[src/rtl/alu_op_sequencer.sv]
`default_nettype none
// ============================================================================
// Module   : alu_op_sequencer
// Purpose  : Multi-cycle controller owning the 16x16 register file and the
//            5-bit PSR {Z,C,O,L,N}. It accepts one decoded ALU command per
//            handshake and sequences it through IDLE -> OPER -> EXEC -> WB
//            against an external combinational 16-bit ALU.
// Ports    : clk, rst_n (async, active-low)
//            cmd_valid/cmd_ready handshake, cmd_op/rdest/rsrc/imm_en/imm
//            alu_a/alu_b/alu_op/alu_cin to the ALU, alu_c/alu_flags back
//            done/done_result/err retire pulse, psr current flags
//            dbg_addr/dbg_data combinational register-file peek
//            perf_count (only with ALU_OP_SEQUENCER_PERF_EN defined)
// Options  : `define ALU_OP_SEQUENCER_PERF_EN adds a saturating 16-bit count
//            of retired legal, non-NOP commands.
// Revision : 1.0 - initial release
// ============================================================================
module alu_op_sequencer #(
    parameter int         RF_DEPTH  = 16,
    parameter logic [4:0] PSR_RESET = 5'b00000
) (
    input  logic        clk,
    input  logic        rst_n,
    input  logic        cmd_valid,
    output logic        cmd_ready,
    input  logic [3:0]  cmd_op,
    input  logic [3:0]  cmd_rdest,
    input  logic [3:0]  cmd_rsrc,
    input  logic        cmd_imm_en,
    input  logic [15:0] cmd_imm,
    output logic [15:0] alu_a,
    output logic [15:0] alu_b,
    output logic [3:0]  alu_op,
    output logic        alu_cin,
    input  logic [15:0] alu_c,
    input  logic [4:0]  alu_flags,
    output logic        done,
    output logic [15:0] done_result,
    output logic        err,
    output logic [4:0]  psr,
    input  logic [3:0]  dbg_addr,
    output logic [15:0] dbg_data
`ifdef ALU_OP_SEQUENCER_PERF_EN
    ,
    output logic [15:0] perf_count
`endif
);

    localparam logic [3:0] OP_NOP  = 4'b0000;
    localparam logic [3:0] OP_AND  = 4'b0001;
    localparam logic [3:0] OP_OR   = 4'b0010;
    localparam logic [3:0] OP_XOR  = 4'b0011;
    localparam logic [3:0] OP_LSH  = 4'b0100;
    localparam logic [3:0] OP_ADD  = 4'b0101;
    localparam logic [3:0] OP_ADDU = 4'b0110;
    localparam logic [3:0] OP_ADDC = 4'b0111;
    localparam logic [3:0] OP_SUB  = 4'b1001;
    localparam logic [3:0] OP_SUBC = 4'b1010;
    localparam logic [3:0] OP_CMP  = 4'b1011;
    localparam logic [3:0] OP_MOV  = 4'b1101;

    // PSR bit positions
    localparam int PSR_Z = 4;
    localparam int PSR_C = 3;
    localparam int PSR_O = 2;
    localparam int PSR_L = 1;
    localparam int PSR_N = 0;

    typedef enum logic [1:0] {
        S_IDLE = 2'd0,
        S_OPER = 2'd1,
        S_EXEC = 2'd2,
        S_WB   = 2'd3
    } state_t;

    // ------------------------------------------------------------------
    // Opcode classification
    // ------------------------------------------------------------------
    function automatic logic f_legal(input logic [3:0] op);
        logic ok;
        case (op)
            OP_NOP, OP_AND, OP_OR, OP_XOR, OP_LSH, OP_ADD, OP_ADDU,
            OP_ADDC, OP_SUB, OP_SUBC, OP_CMP, OP_MOV: ok = 1'b1;
            default:                                  ok = 1'b0;
        endcase
        return ok;
    endfunction

    function automatic logic f_writes_rd(input logic [3:0] op);
        logic wr;
        case (op)
            OP_AND, OP_OR, OP_XOR, OP_LSH, OP_ADD, OP_ADDU,
            OP_ADDC, OP_SUB, OP_SUBC, OP_MOV: wr = 1'b1;
            default:                          wr = 1'b0;
        endcase
        return wr;
    endfunction

    function automatic logic f_updates_co(input logic [3:0] op);
        return (op == OP_ADD) || (op == OP_ADDC) ||
               (op == OP_SUB) || (op == OP_SUBC);
    endfunction

    // ------------------------------------------------------------------
    // State
    // ------------------------------------------------------------------
    state_t      state_q, state_d;

    logic [3:0]  op_q;
    logic [3:0]  rdest_q;
    logic [3:0]  rsrc_q;
    logic        imm_en_q;
    logic [15:0] imm_q;
    logic        err_q;

    logic [15:0] alu_a_q;
    logic [15:0] alu_b_q;
    logic [3:0]  alu_op_q;
    logic        alu_cin_q;

    logic [15:0] res_q;
    logic [4:0]  flags_q;
    logic [4:0]  psr_q;
    logic [15:0] rf_q [RF_DEPTH];

    logic        w_wr_en;
    logic [4:0]  w_psr_next;

`ifdef ALU_OP_SEQUENCER_PERF_EN
    logic [15:0] perf_q;
`endif

    assign w_wr_en = ~err_q & f_writes_rd(op_q);

    // Merge only the flags the retiring opcode owns; everything else holds.
    always_comb begin
        w_psr_next = psr_q;
        if (!err_q) begin
            if (f_updates_co(op_q)) begin
                w_psr_next[PSR_C] = flags_q[PSR_C];
                w_psr_next[PSR_O] = flags_q[PSR_O];
            end
            if (op_q == OP_CMP) begin
                w_psr_next[PSR_Z] = flags_q[PSR_Z];
                w_psr_next[PSR_L] = flags_q[PSR_L];
                w_psr_next[PSR_N] = flags_q[PSR_N];
            end
        end
    end

    // ------------------------------------------------------------------
    // FSM: state register
    // ------------------------------------------------------------------
    always_ff @(posedge clk or negedge rst_n) begin
        if (!rst_n) begin
            state_q <= S_IDLE;
        end else begin
            state_q <= state_d;
        end
    end

    // ------------------------------------------------------------------
    // FSM: next state and handshake/retire outputs
    // ------------------------------------------------------------------
    always_comb begin
        state_d     = state_q;
        cmd_ready   = 1'b0;
        done        = 1'b0;
        err         = 1'b0;
        done_result = 16'd0;
        case (state_q)
            S_IDLE: begin
                cmd_ready = 1'b1;
                if (cmd_valid) begin
                    // Illegal opcodes skip operand fetch and the ALU entirely.
                    state_d = f_legal(cmd_op) ? S_OPER : S_WB;
                end
            end
            S_OPER: state_d = S_EXEC;
            S_EXEC: state_d = S_WB;
            S_WB: begin
                done        = 1'b1;
                err         = err_q;
                done_result = w_wr_en ? res_q : 16'd0;
                state_d     = S_IDLE;
            end
            default: state_d = S_IDLE;
        endcase
    end

    // ------------------------------------------------------------------
    // Datapath: command latch, operand fetch, result capture, commit
    // ------------------------------------------------------------------
    always_ff @(posedge clk or negedge rst_n) begin
        if (!rst_n) begin
            op_q      <= OP_NOP;
            rdest_q   <= 4'd0;
            rsrc_q    <= 4'd0;
            imm_en_q  <= 1'b0;
            imm_q     <= 16'd0;
            err_q     <= 1'b0;
            alu_a_q   <= 16'd0;
            alu_b_q   <= 16'd0;
            alu_op_q  <= OP_NOP;
            alu_cin_q <= 1'b0;
            res_q     <= 16'd0;
            flags_q   <= 5'd0;
            psr_q     <= PSR_RESET;
            for (int i = 0; i < RF_DEPTH; i++) begin
                rf_q[i] <= 16'd0;
            end
        end else begin
            case (state_q)
                S_IDLE: begin
                    if (cmd_valid) begin
                        op_q     <= cmd_op;
                        rdest_q  <= cmd_rdest;
                        rsrc_q   <= cmd_rsrc;
                        imm_en_q <= cmd_imm_en;
                        imm_q    <= cmd_imm;
                        err_q    <= ~f_legal(cmd_op);
                    end
                end
                S_OPER: begin
                    // Loaded here so the ALU inputs are flop outputs that stay
                    // stable for all of EXEC; the carry-in is the PSR as it
                    // stands now, after the previous command's commit.
                    alu_a_q   <= rf_q[rdest_q];
                    alu_b_q   <= imm_en_q ? imm_q : rf_q[rsrc_q];
                    alu_op_q  <= op_q;
                    alu_cin_q <= psr_q[PSR_C];
                end
                S_EXEC: begin
                    // MOV bypasses the ALU result and moves operand B.
                    res_q   <= (op_q == OP_MOV) ? alu_b_q : alu_c;
                    flags_q <= alu_flags;
                end
                S_WB: begin
                    if (w_wr_en) begin
                        rf_q[rdest_q] <= res_q;
                    end
                    psr_q <= w_psr_next;
                end
                default: ;
            endcase
        end
    end

`ifdef ALU_OP_SEQUENCER_PERF_EN
    always_ff @(posedge clk or negedge rst_n) begin
        if (!rst_n) begin
            perf_q <= 16'd0;
        end else if ((state_q == S_WB) && !err_q && (op_q != OP_NOP) &&
                     (perf_q != 16'hFFFF)) begin
            perf_q <= perf_q + 16'd1;
        end
    end

    assign perf_count = perf_q;
`endif

    assign alu_a    = alu_a_q;
    assign alu_b    = alu_b_q;
    assign alu_op   = alu_op_q;
    assign alu_cin  = alu_cin_q;
    assign psr      = psr_q;
    assign dbg_data = rf_q[dbg_addr];

endmodule
`default_nettype wire

[config.mk]
export PLATFORM = sky130hd
export DESIGN_NAME = alu_op_sequencer
export DESIGN_NICKNAME = d
export VERILOG_FILES = /design/src/rtl/alu_op_sequencer.sv
export SDC_FILE = /design/constraint.sdc
export NUM_CORES = 1
export LEC_CHECK = 0
export BUFFER_PORTS_ARGS = -buffer_cell sky130_fd_sc_hd__buf_2
export CELL_PAD_IN_SITES_DETAIL_PLACEMENT = 0
export CELL_PAD_IN_SITES_GLOBAL_PLACEMENT = 1
export CORE_ASPECT_RATIO = 0.6
export CORE_UTILIZATION = 47
export DETAILED_ROUTE_END_ITERATION = 8
export GPL_TIMING_DRIVEN = 0
export PLACE_DENSITY = 0.87
export SKIP_CTS_REPAIR_TIMING = 1
export SLEW_MARGIN = 20
export SYNTH_ARGS = -nofsm -noshare
export SYNTH_HDL_FRONTEND = slang
export SYNTH_SLANG_ARGS = --single-unit
[constraint.sdc]
create_clock -name clk -period 2.6 [get_ports clk]
set_clock_uncertainty 0.15 [all_clocks]
set_input_delay 0.26 -clock clk [delete_from_list [all_inputs] [get_ports clk]]
set_output_delay 0.26 -clock clk [all_outputs]
set_load 0.02 [all_outputs]
== Yosys cells after proc, flatten, opt, wreduce, memory -nomap -nowiden ==
Memory sizes are Yosys's and may differ from the RTL's.
Cells that the tools add are included.

* Flip-flop bits (word level): 351
* Bits in read-only memories: 48
* Input bits: 57
* Output and inout bits: 77
* Logic and storage cells: 89
* Memories kept: 3

{| class="wikitable"
|+ Memory list
! name !! depth !! width !! rd ports !! clocked after Yosys merged registers in !! write ports !! line !! RTL
|-
| (no name shown) || 16 || 1 || 1 || 0 || 0 || 81 || <nowiki>case (op)</nowiki>
|-
| (no name shown) || 16 || 1 || 1 || 0 || 0 || 81 ||
|-
| (no name shown) || 16 || 1 || 1 || 0 || 0 || 91 || <nowiki>case (op)</nowiki>
|}

* Magnitude comparators: 4
* Equality and inequality tests: 10
* Mux-type cells: 26
* Bitwise logic cells: 6
* Reduce and logical (&&, ||, !) cells: 9

{| class="wikitable"
|+ Operator list
! operator !! count
|-
| bitwise mux 256 bit || 1
|-
| binary-select mux 16 bit (select 4 bit) || 3
|-
| two-way mux 16 bit || 11
|-
| demux 16 bit (select 4 bit) || 1
|-
| equality test 4 bit (second input constant) || 4
|-
| >= comparator 5 bit (second input constant) || 3
|-
| NOT 4 -> 5 bit || 3
|-
| equality test 4 x 3 -> 1 bit (second input constant) || 2
|-
| case mux 2 bit (4 select lines) || 1
|-
| two-way mux 1 bit || 7
|-
| AND reduction 3 bit || 2
|-
| less-than comparator 5 x 1 -> 1 bit (second input constant) || 1
|-
| equality test 2 bit (second input constant) || 2
|-
| two-way mux 2 bit || 2
|-
| AND reduction 2 bit || 2
|-
| logical OR 1 bit || 3
|-
| equality test 2 x 1 -> 1 bit (second input constant) || 1
|-
| logical NOT 2 bit || 1
|-
| != test 2 bit (second input constant) || 1
|-
| NOT 1 bit || 2
|-
| bitwise AND 1 bit || 1
|-
| logical AND 1 bit || 1
|}

== Longest topological paths before layout ==
Gate-level depths: netlist of the first run.

* Word-level depth: 6
* Mapped depth: 8
* Mapped depth without buffers: 6

== Least setup slack after synthesis of the first run ==
Ideal clock, no wire load.

* Kind: flip-flop to flip-flop
* From: reg op_q[0]
* To: reg rf_q[10] in the netlist's numbering
* Library setup time: 125 ps
* Arrival time: 2164 ps
* Data required time: 2325 ps
* Path slack: 161 ps
* Stages on the path, launching flop included: 8
* Path buffers: 1
* Period minus slack after synthesis: 2439 ps
* Path through: dfrtp_1 > inv_1 > ha_1 > nand2b_1 > a21oi_4 > nor4_2 > buf_6 > mux2_2

* Word-level cells in the longest chain between the ends: 3

{| class="wikitable"
|+ Ends and longest elaborated chain
! what !! line !! RTL
|-
| start, declared || 109 || <nowiki>logic [3:0] op_q;</nowiki>
|-
| start signal, assigned || 216 || <nowiki>op_q <= cmd_op;</nowiki>
|-
| memory read (16 x 1 bit) || -- ||
|-
| bitwise AND 1 bit || 133 || <nowiki>assign w_wr_en = ~err_q & f_writes_rd(op_q);</nowiki>
|-
| AND reduction 2 bit (no source line) || -- ||
|-
| end signal, assigned by index || 240 || <nowiki>rf_q[rdest_q] <= res_q;</nowiki>
|-
| end, declared || 124 || <nowiki>logic [15:0] rf_q [RF_DEPTH];</nowiki>
|}

Every way passes these cells.
A chain may end at the register's enable or synchronous reset.

== Worst setup path after layout of the first run ==
* From: reg op_q[0]
* To: out done_result[5]

* Word-level cells in the longest chain between the ends: 4

{| class="wikitable"
|+ Ends and longest elaborated chain
! what !! line !! RTL
|-
| memory read (16 x 1 bit) || -- ||
|-
| bitwise AND 1 bit || 133 ||
|-
| two-way mux 16 bit || 184 || <nowiki>done_result = w_wr_en ? res_q : 16'd0;</nowiki>
|-
| two-way mux 16 bit || 171 || <nowiki>case (state_q)</nowiki>
|-
| end, declared || 38 || <nowiki>output logic [15:0] done_result,</nowiki>
|}

Every way passes these cells.

==> results of run 1 <==
sequential cells by signal, indices dropped and copies added (netlist names):
name and cells:
rf_q 256, alu_a 16, alu_b 16, imm_q 16, res_q 16, flags_q 5
psr 5, alu_op 4, op_q 4, rdest_q 4, rsrc_q 4, state_q 2
alu_cin 1, err_q 1, imm_en_q 1
stage by stage:
step	power [W]	instance area (µm²)	hold slack (ps)	util (%)	setup WS [ps]
floorplan	0.0200	20100	-186	-	161
detailed placement	0.0256	21600	51.7	51.4	-746
global placement	0.0250	21500	329	51.1	-5570
finish	0.0330	24500	75.8	58.4	-243
global route	0.0341	24500	120	58.4	-272
CTS	0.0310	22800	-511	54.3	-1210
worst paths after layout:
check | start | to | slack (ps) | cells past startpoint
worst min-delay path | rst_n | alu_cin$_DFFE_PN0N_ | 80 | 2
min in group clk | cmd_rsrc[2] | rsrc_q[2]$_DFFE_PN0P_ | 340 | 3
worst max-delay path | op_q[0]$_DFFE_PN0P_ | done_result[5] | -240 | 10
worst max register to register | rsrc_q[1]$_DFFE_PN0P_ | alu_b[11]$_DFFE_PN0N_ | -10 | 5
worst min register to register | err_q$_DFFE_PN0P_ | err_q$_DFFE_PN0P_ | 350 | 2
max in group asynchronous | rst_n | rf_q[77]$_DFFE_PN0P_ | 580 | 5
routing by layer:
layer,track usage [%],vias to the layer above,part of all wire [%]
li1,-,5907,-
met1,42.9,7702,41
met2,40.4,922,41
met3,17.3,115,16
met4,6.44,4,2.2
met5,0,-,0.043
logic make-up after synthesis:
group,Yosys count
compound gates,130
simple gates,172
buf+inv,128
fa+ha+maj,10
flops,351
mux,572
area by class of cell:
type	count	area, µm²	area share (%)
Buffer	123	729	2.97
Tap cell	570	713	2.91
Clock buffer	52	1070	4.37
Sequential cell	351	8780	35.8
Clock inverter	11	136	0.556
Multi-Input combinational cell	884	10800	44.1
Antenna cell	1	2.50	0.0102
Inverter	4	15.0	0.0612
Timing Repair Buffer	286	2270	9.24
Yosys cell counts (12+ instances only):
| cell | number |
|---|---|
| dfrtp_1 | 351 |
| mux2_2 | 210 |
| mux4_2 | 176 |
| mux2i_1 | 96 |
| mux2_4 | 90 |
| clkbuf_1 | 64 |
| nand2_1 | 62 |
| a22oi_1 | 48 |
| nor2_1 | 37 |
| buf_2 | 30 |
| a21oi_1 | 27 |
| o21ai_0 | 20 |
| and2_1 | 19 |
| a31oi_1 | 16 |
| o211ai_1 | 16 |
| nor4_4 | 14 |
| buf_6 | 12 |
worst max-delay path, stage by stage, from the launching register on:
cell and delay, ps:
dfrtp_2 430, inv_2 90, ha_4 200, nand2b_4 140, a21oi_4 230, buf_12 150, nor2_4 40, buf_12 140
buf_8 130, and2_1 170, buf_2 160
power by group through the flow:
stage / clock, W / sequential [W] / combinational, W
6_report: 0.00543 / 0.0108 / 0.0168
5_1_grt: 0.00569 / 0.0110 / 0.0174
4_1_cts: 0.00544 / 0.0106 / 0.0150
3_5_place_dp: 0 / 0.0106 / 0.0149
3_3_place_gp: 0 / 0.0104 / 0.0146
2_1_floorplan: 0 / 0.00980 / 0.0102
==> impl_metrics.yaml, run 1 <==
layout:
  final_cell_mix: "350 x dfrtp_1, 210 x mux2_2, 176 x mux4_2"
  fin_cells: 2282
  drive_gt1_share_pct: 52.0
  layout_commonest_cell: "dfrtp_1"
  fin_nets: 1754
  area_growth_pct: 22.0
  nFillCells: 3192
timing:
  rsz0062_at_grt: "true"
  relSlewSlack_pct: 35.1
  max_freq_ghz: 0.352
  worstMarginPinSlew_ps: 973
  slew_violations: 0
  period_share_pct: 109
  period_needed_ps: 2840
  setup_viol: 31
  setup_tns_ps: -3320
  finalHoldViolations: 0
  setup_slack_ps: -243
detailed_routing:
  vias_per_cell: 6.42
  antenna_left: 0
  vias: 14650
  drc: 0
  wl_per_cell_um: 29.8
  routed_wl_um: 68100
  drt_first_pass_iters: 5
  drtIter0Drc: 1528
cts:
  clock_latency_ps: 550
  clkSlewWorstSetupHoldPaths_ps: 60
  numCtsBuffers: 37
  htree_num_levels: 2
  cts_root_buf: "clkbuf_16"
  cts_tree: "yes"
  clock_sinks: 351
  clockBufferDepth: 3
critical_path:
  cp_max_fo: 7
  critPathArrivalTime_ps: 2430
  path_class: "reg2out"
  cp.required_ps: 2190
  start_kind: "register"
  cp-end-kind: "primary output"
synthesis:
  syn_inst: 1363
  netlist_area_mm2: 0.0201
  synth_enable_flop_cells: 0
  yosys.area_share.xor_xnor_pct: 0
  yosys-top-cells-area: "dfrtp_1 44%, mux4_2 20%, mux2_2 12%"
  synth_top_area_share_pct: 43.7
  yosysWarnings: 0
  synth-seq-cells: 351
  avgSynthCellArea_um2: 14.8
  ys_seq_area_share_pct: 43.7
  synth.area.mux_share_pct: 42.9
  synth_top_cell_by_area: "dfrtp_1"
  ys.flop_type: "dfrtp_1"
  synth_cell_types: 40
  syn-num-nets: 1430
  synth_adder_area_share_pct: 0.622
  synth_compound_gate_area_share_pct: 4.26
  async_reset_ff_share_pct: 100
  synthSimpleGateAreaFrac_pct: 5.26
  synth_top_family_by_area: "multiplexers"
global_route:
  antenna_found_initial: 3
  grt_max_degree: 87
  overflow: 0
  grt_pass1_vias: 13954
  track_usage_pct: 30.5
  grt_pass1_wl_um: 96800
floorplanning:
  ios: 134
  row_count: 58
  die_w_um: 269
  chipHeight_um: 162
  start_util_pct: 47.9
  die-area_mm2: 0.0437
  core_mm2: 0.0420
worst_hold_path:
  hold_path_class: "in2async"
placed_design:
  placedCellCount: 2066
  numPortBuffers: 129
  gp_routability_congestion: 0.994
  dp_hpwl_um: 50000
power_and_ir_drop:
  ir_worst_vdd_mv: 0.547
  switching_share_pct: 42.7
  p_sw_w: 0.0141
  pwr-share-clk_pct: 16.4
  powerDensity_mw_per_mm2: 1350
  leakage_nw: 10.8
  power_frac_seq_pct: 32.8
  internal_power_w: 0.0190
  p_comb_share_pct: 50.7
outcome:
  violations: "negative setup slack"
  run_status: "complete, but fails checks"
job:
  cap_violations: 0
Power figures use the tool's default switching activity.
==> inputs of run 2 (changes only) <==
--- a/config.mk
+++ b/config.mk
@@ -11,7 +11,9 @@
 export CORE_ASPECT_RATIO = 0.6
 export CORE_UTILIZATION = 47
 export DETAILED_ROUTE_END_ITERATION = 8
+export GPL_ROUTABILITY_DRIVEN = 0
 export GPL_TIMING_DRIVEN = 0
+export MAX_ROUTING_LAYER = met4
 export PLACE_DENSITY = 0.87
 export SKIP_CTS_REPAIR_TIMING = 1
 export SLEW_MARGIN = 20
==> run 2 against run 1 <==
Against the previous run: via count increased by 0.35%; worst setup slack improved by 42 ps; hold slack got worse by 130 ps; non-clock buffer count down 7; the run ends with negative hold slack, negative setup slack left; core utilization shrank 0.41 points; clock power decreased by 3.9%; register-to-register slack worse by 30 ps; critical path depth did not move; critical path type unchanged; sequential power barely moved.
==> impl_metrics.yaml, run 2 (same netlist as run 1, synthesis figures left out) <==
critical_path:
  rr_startpoint: "rsrc_q[1]$_DFFE_PN0P_"
  cp.required_ps: 2190
  path_buf_inv: 5
  cp-end-kind: "primary output"
  r2r_end: "alu_b[15]$_DFFE_PN0N_"
  start_kind: "register"
  r2r_cells: 5
  cpPeakStageDelay_ps: 440
  path_common_cell: "buf_12"
  cp_max_fo: 7
  critical_path.top_delay_family: "buffers and inverters"
  crit_chain: "inv_1 > ha_4 > nand2b_4 > a21oi_4 > buf_12 > nor2_4 > buf_12 > buf_8 > and2_4 > buf_6"
  cp_slowest_cell: "dfrtp_2"
  critPathArrivalTime_ps: 2390
  path_class: "reg2out"
  ff2ff_setup_slack_ps: -40
detailed_routing:
  antenna_left: 0
  wl_per_cell_um: 29.5
  routed_wl_um: 67300
  drt_first_pass_iters: 5
  drtIter0Drc: 1758
  drc: 0
  vias: 14701
  vias_per_cell: 6.46
cts:
  cts_root_buf: "clkbuf_16"
  clock_latency_ps: 540
  cts_tree: "yes"
  htree_num_levels: 2
  clkSlewWorstSetupHoldPaths_ps: 70
  numCtsBuffers: 36
  clockBufferDepth: 3
  clock_sinks: 351
layout:
  area_growth_pct: 21.1
  largest-register: "rf_q"
  nFillCells: 3178
  fin_util_pct: 58.0
  layout_commonest_cell: "dfrtp_1"
  final_cell_mix: "350 x dfrtp_1, 210 x mux2_2, 176 x mux4_2"
  fin_nets: 1746
  largest_register_ffs: 256
  drive_gt1_share_pct: 51.3
  postLayoutCellArea_mm2: 0.0244
worst_hold_path:
  hold_end: "res_q[0]$_DFFE_PN0P_"
  hold_path_depth: 3
  min_from: "alu_c[0]"
  hold_path_class: "in2reg"
timing:
  period_share_pct: 108
  max_freq_ghz: 0.357
  rsz0062_at_grt: "true"
  setup_tns_ps: -3310
  period_needed_ps: 2800
  setup_viol: 29
  finalHoldViolations: 1
  relSlewSlack_pct: 33.0
  worstMarginPinSlew_ps: 1000
  fin_hold_ws_ps: -58.5
  slew_violations: 0
  setup_slack_ps: -202
floorplanning:
  row_count: 58
  start_util_pct: 47.9
  die_w_um: 269
  chipHeight_um: 162
  ios: 134
  die-area_mm2: 0.0437
  core_mm2: 0.0420
placed_design:
  place_area_mm2: 0.0216
  numPortBuffers: 129
  dp_hpwl_um: 49500
  dpl_worst_slack_ps: -798
job:
  cap_violations: 0
global_route:
  grt_max_degree: 106
  track_usage_pct: 30.9
  antenna_found_initial: 3
  grt_pass1_vias: 14055
  overflow: 0
  grt_pass1_wl_um: 96200
power_and_ir_drop:
  ir_worst_vdd_mv: 0.651
  powerDensity_mw_per_mm2: 1340
  leakage_nw: 10.7
outcome:
  violations: "negative hold slack, negative setup slack"
  run_status: "complete, but fails checks"
## run 2: through the flow
stage,instances,power [W]
floorplan,1363,0.0200
global placement,2062,0.0248
detailed placement,2065,0.0255
CTS,2128,0.0308
global route,2276,0.0337
finish,2277,0.0327
## run 2: routing by layer
metal	global-route usage, %	vias up	part of all wire (%)	wire [µm]
li1	-	5878	-	-
met1	42.4	7689	40	27100
met2	40.1	1029	41	27700
met3	16.2	105	16	10900
met4	6.44	0	2.2	1490
met5	-	-	0	0
## run 2: final cells by class
cell class              instances  area, µm²  area share [%]
flip-flops and latches        351       8780            36.1
plain buffers                 123        713            2.93
multi-input cells             884      10800            44.3
repair buffers                279       2180            8.96
inverters                       4       15.0          0.0616
well taps                     570        713            2.93
clock buffers                  51       1070            4.39
clock inverters                12       85.1           0.349
diodes                          3       7.51          0.0308
## run 2: worst max path at each step
stage	from	slack, ps	endpoint	depth (start not counted)
6_report	op_q[0]$_DFFE_PN0P_	-200	done_result[4]	10
5_1_grt	op_q[0]$_DFFE_PN0P_	-250	done_result[4]	10
4_1_cts	op_q[0]$_DFFE_PN0P_	-1220	done_result[4]	9
3_5_place_dp	dbg_addr[1]	-800	dbg_data[14]	5
3_3_place_gp	rst_n	-5400	rf_q[103]$_DFFE_PN0P_	1
2_1_floorplan	op_q[0]$_DFFE_PN0P_	160	rf_q[10]$_DFFE_PN0P_	7
## run 2: worst register-to-register path, cell delays in order (launching register included)
cell	delay, ps
dfrtp_1	320
clkbuf_1	310
clkbuf_1	800
mux4_2	520
a22oi_1	270
o211ai_1	120
## run 2: report_power, final
group	switching (W)	total, W	internal (W)
logic	0.00875	0.0166	0.00785
clock network	0.00226	0.00522	0.00296
registers	0.00302	0.0109	0.00783
total	0.0140	0.0327	0.0186
